## src/rtl/dac_spi_tx.sv

```systemverilog
// dac_spi_tx: frames a 12-bit sample as {cfg,data} and shifts it to an SPI DAC
// Ports: clk/rst_n, sample_in/valid/ready in, dac_cs_n/sck/mosi/ldac_n, busy, frame_done out
module dac_spi_tx #(
  parameter int         CLK_DIV  = 4,
  parameter logic [3:0] CFG_BITS = 4'b0111
) (
  input  logic        clk,
  input  logic        rst_n,
  input  logic [11:0] sample_in,
  input  logic        sample_valid,
  output logic        sample_ready,
  output logic        dac_cs_n,
  output logic        dac_sck,
  output logic        dac_mosi,
  output logic        dac_ldac_n,
  output logic        busy,
  output logic        frame_done
);

  typedef enum logic [2:0] {
    IDLE,
    SETUP,
    SHIFT,
    HOLD,
    LATCH
  } state_t;

  localparam logic [7:0] HMAX = 8'(CLK_DIV - 1);

  state_t      state;
  logic [7:0]  cnt;
  logic [3:0]  bit_cnt;
  logic [14:0] shreg;
  logic        last;

  assign last = (cnt == HMAX);

  always_ff @(posedge clk or negedge rst_n) begin
    if (!rst_n) begin
      state        <= IDLE;
      cnt          <= '0;
      bit_cnt      <= '0;
      shreg        <= '0;
      sample_ready <= 1'b1;
      dac_cs_n     <= 1'b1;
      dac_sck      <= 1'b0;
      dac_mosi     <= 1'b0;
      dac_ldac_n   <= 1'b1;
      busy         <= 1'b0;
      frame_done   <= 1'b0;
    end else begin
      frame_done <= 1'b0;
      unique case (state)
        IDLE: begin
          if (sample_valid && sample_ready) begin
            // word[15] goes straight to mosi; the rest waits in shreg
            shreg        <= {CFG_BITS[2:0], sample_in};
            dac_mosi     <= CFG_BITS[3];
            dac_cs_n     <= 1'b0;
            sample_ready <= 1'b0;
            busy         <= 1'b1;
            cnt          <= '0;
            state        <= SETUP;
          end
        end
        SETUP: begin
          if (last) begin
            cnt     <= '0;
            dac_sck <= 1'b1;
            bit_cnt <= 4'd15;
            state   <= SHIFT;
          end else begin
            cnt <= cnt + 8'd1;
          end
        end
        SHIFT: begin
          if (!last) begin
            cnt <= cnt + 8'd1;
          end else begin
            cnt <= '0;
            if (dac_sck) begin
              // falling edge: present the next lower bit
              dac_sck  <= 1'b0;
              dac_mosi <= shreg[14];
              shreg    <= {shreg[13:0], 1'b0};
            end else if (bit_cnt == 4'd0) begin
              dac_cs_n <= 1'b1;
              dac_mosi <= 1'b0;
              state    <= HOLD;
            end else begin
              bit_cnt <= bit_cnt - 4'd1;
              dac_sck <= 1'b1;
            end
          end
        end
        HOLD: begin
          if (last) begin
            cnt        <= '0;
            dac_ldac_n <= 1'b0;
            state      <= LATCH;
          end else begin
            cnt <= cnt + 8'd1;
          end
        end
        LATCH: begin
          if (last) begin
            cnt          <= '0;
            dac_ldac_n   <= 1'b1;
            frame_done   <= 1'b1;
            sample_ready <= 1'b1;
            busy         <= 1'b0;
            state        <= IDLE;
          end else begin
            cnt <= cnt + 8'd1;
          end
        end
        default: state <= IDLE;
      endcase
    end
  end

endmodule

```

## config.mk

```make
export PLATFORM = sky130hd
export DESIGN_NAME = dac_spi_tx
export DESIGN_NICKNAME = d
export VERILOG_FILES = /design/src/rtl/dac_spi_tx.sv
export SDC_FILE = /design/constraint.sdc
export NUM_CORES = 1
export LEC_CHECK = 0
export BUFFER_PORTS_ARGS = -buffer_cell sky130_fd_sc_hd__buf_2
export CAP_MARGIN = 20
export CORE_ASPECT_RATIO = 1.2
export CORE_MARGIN = 5
export CORE_UTILIZATION = 25
export CTS_BUF_LIST = sky130_fd_sc_hd__clkbuf_4
export CTS_CLUSTER_SIZE = 30
export DETAILED_ROUTE_END_ITERATION = 16
export PLACE_DENSITY = 0.52
export SLEW_MARGIN = 20
export SYNTH_ARGS = -nofsm -noshare
export SYNTH_HDL_FRONTEND = slang
export SYNTH_SLANG_ARGS = --single-unit
```

## constraint.sdc

```tcl
create_clock -name clk -period 5.2 [get_ports clk]
set_input_delay 0 -clock clk [delete_from_list [all_inputs] [get_ports clk]]
set_output_delay 0 -clock clk [all_outputs]
set_load 0.02 [all_outputs]
```

==> flow_summary.toml <==
[die]
io_pins = 22
dieHeight_um = 108
dieArea_um2 = 9900
rows = 35
design.core.area_um2 = 7750
floorplan.initialDensity_pct = 25.8
die_width_um = 91.7

[grt]
antenna_found_initial = 0
grt_first_pass_wirelength_mm = 7.24
grt_pass1_vias = 1509
track_usage_pct = 9.02
overflow = 0
grt_max_degree = 38

[timing]
period_share_pct = 45.5
rsz0062_at_grt = "no"
whs_ns = 0.0367
setup_tns_ns = 0
fmax_mhz = 422
setup-violations-final = 0
slew_headroom_pct = 43.0
finalWorstSetupSlack_ns = 2.83
tightest_slew_ns = 0.854
period_minus_slack_ns = 2.37
skew_ns = 0.0110
hold_viol = 0
drv_slew = 0

[detailed_routing]
avgRoutedWirePerCell_um = 13.3
dr_total_vias = 1484
drt_iter0_markers = 66
wl_mm = 4.10
dr.pass1.iters = 4
drc = 0
ant_nets = 0
vias_per_cell = 4.80

[setup_path]
arrival_ns = 2.61
cp-start-kind = "register"
endpoint_kind = "register"
cp_max_fo = 15
worst_path_max_delay_cell = "dfrtp_1"
crit_path_max_incr_delay_ns = 0.47
r2r_start = "cnt[0]"
critPathLaunch = "cnt[0]"
crit_required_ns = 5.44
path_cells = "ha_1 > nor4b_4 > and2_1 > a31o_4 > mux2_2"
critical_path_class = "register to register"

[placed_design]
port_buffers = 21
gp_congestion = 0.802
place_area_um2 = 2160
detailed_place_hpwl_mm = 2.88
place_ws_ns = 2.84

[final_layout]
finalInstanceArea_um2 = 2330
diodes = 0
fin_nets = 233
fillers = 810
drive_above_1_share_pct = 28.6
seqCellArea_um2 = 930
areaGrowthSynthToFinish_pct = 16.4
multiInputGateArea_um2 = 981

[logic_synthesis]
synth_edf_count = 0
synthesis.instances = 186
ys_seq_area_share_pct = 46.4
async_reset_ff_share_pct = 100
yosysUniqueCellTypes = 41
syn_area_um2 = 2000
yosysWarningCount = 0
synth_fp_nets = 203
synth_top_flop_cell = "dfrtp_1"
syn_avg_cell_area_um2 = 10.8
synth_seq_cells = 37

[clocking]
cts_resized = 0
numCtsBuffers = 5
cts-htree-levels = 2
hold_buffers = 12
clockRootBuffer = "clkbuf_4"
clk_pin_slew_worst_paths_ns = 0.12
cts_tree = "done"
clock_path_buffers = 2
cts_setup_buffers = 0
clkSinkCount = 37
insertion_delay_ns = 0.34

[power]
peakVddDrop_uv = 263
powerDensity_nw_per_um2 = 506
leakagePower_nw = 0.987

[worst_hold_path]
hold_class = "input port to register"
min_from = "sample_in[11]"

[run]
maxCapViolCount = 0

[outcome]
outcome = "finished clean"
## through the flow
step	power (W)	utilization, %	instances
final	0.00118	30.1	309
after global routing	0.00130	30.1	309
after CTS	0.00120	30.1	309
after detailed placement	0.00104	27.9	289
after global placement	0.00103	27.9	289
after floorplan	0.000928	-	186
## cell usage after synthesis, types with 2 or more instances
| cell type | number | share of area, % |
|---|---|---|
| a21o_1 | 2 | 0.75 |
| a21oi_1 | 8 | 2.0 |
| a22o_1 | 2 | 0.88 |
| a31oi_1 | 7 | 2.2 |
| a41oi_1 | 2 | 0.88 |
| and2_1 | 2 | 0.62 |
| and3_1 | 3 | 0.94 |
| buf_2 | 3 | 0.75 |
| clkbuf_1 | 6 | 1.1 |
| dfrtp_1 | 34 | 43 |
| dfstp_2 | 3 | 3.9 |
| ha_1 | 2 | 1.2 |
| inv_1 | 6 | 1.1 |
| mux2_2 | 17 | 9.6 |
| mux2_4 | 9 | 6.8 |
| nand2_1 | 15 | 2.8 |
| nand2b_1 | 6 | 1.9 |
| nand3_1 | 8 | 2.0 |
| nand3b_1 | 2 | 0.75 |
| nand4_1 | 3 | 0.94 |
| nor2_1 | 10 | 1.9 |
| nor3_1 | 6 | 1.5 |
| nor3b_1 | 2 | 0.75 |
| nor4_1 | 3 | 0.94 |
| o21ai_0 | 7 | 1.7 |
| o31ai_1 | 2 | 0.75 |
| xor2_1 | 2 | 0.88 |
## registers in the layout, indices dropped and copies added (netlist names), 3 cells and up
signal	flops
bit_cnt	4
state	3
shreg	15
cnt	8
## logic make-up after synthesis
logic type,share of synthesized area [%]
and+or+nand+nor,17.6
DFF,46.4
muxes,16.3
adders and majority gates,1.25
AOI/OAI and AO/OA,12.6
xor gates and xnor gates,1.31
buffers and inverters,4.56
## critical path: cells and delay by family, from the launching register on
kind | cells | cell delay, ns
muxes | 1 | 0.37
adders and majority gates | 1 | 0.27
AOI/OAI and AO/OA | 1 | 0.37
DFF | 1 | 0.47
and+or+nand+nor | 2 | 0.79
## routing by layer
metal | GRT usage (%) | wire (um)
met2 | 14.5 | 1940
met1 | 11.7 | 1940
met5 | 0 | 0
met3 | 2.30 | 143
met4 | 3.50 | 74
## placed cells by master, fill, tap and decap left out, types with 3 or more instances in the layout
| cell type | synthesis | layout |
|---|---|---|
| dfrtp_1 | 34 | 34 |
| buf_2 | 3 | 21 |
| mux2_2 | 17 | 17 |
| nand2_1 | 15 | 15 |
| dlygate4sd3_1 | 0 | 12 |
| nor2_1 | 10 | 10 |
| mux2_4 | 9 | 9 |
| a21oi_1 | 8 | 8 |
| nand3_1 | 8 | 8 |
| a31oi_1 | 7 | 7 |
| o21ai_0 | 7 | 7 |
| inv_1 | 6 | 6 |
| nor3_1 | 6 | 6 |
| nand2b_1 | 6 | 6 |
| clkbuf_4 | 0 | 5 |
| nand4_1 | 3 | 3 |
| and3_1 | 3 | 3 |
| nor4_1 | 3 | 3 |
| dfstp_2 | 3 | 3 |
## report_power, final
group / leakage, nW / switching (W) / internal (W)
Clock: 0.0300 / 0.0000956 / 0.0000490
Sequential: 0.437 / 0.000139 / 0.000407
Combinational: 0.520 / 0.000239 / 0.000249
## final timing paths
path	endpoint	slack, ns	cells after the start
min	shreg[11]	0.04	3
min reg2reg	dac_cs_n	0.47	2
max	shreg[4]	2.83	5
max reg2reg	shreg[4]	2.83	5
min in group asynchronous	cnt[0]	0.30	2
max in group asynchronous	shreg[11]	4.36	2
## layout make-up
cell class	count	share of cell area (%)
Sequential cell	37	39.9
Clock buffer	5	1.61
Multi-Input combinational cell	132	42.1
Inverter	6	0.966
Clock inverter	3	0.537
Tap cell	92	4.94
Timing Repair Buffer	34	9.98
Power figures use the tool's default switching activity.
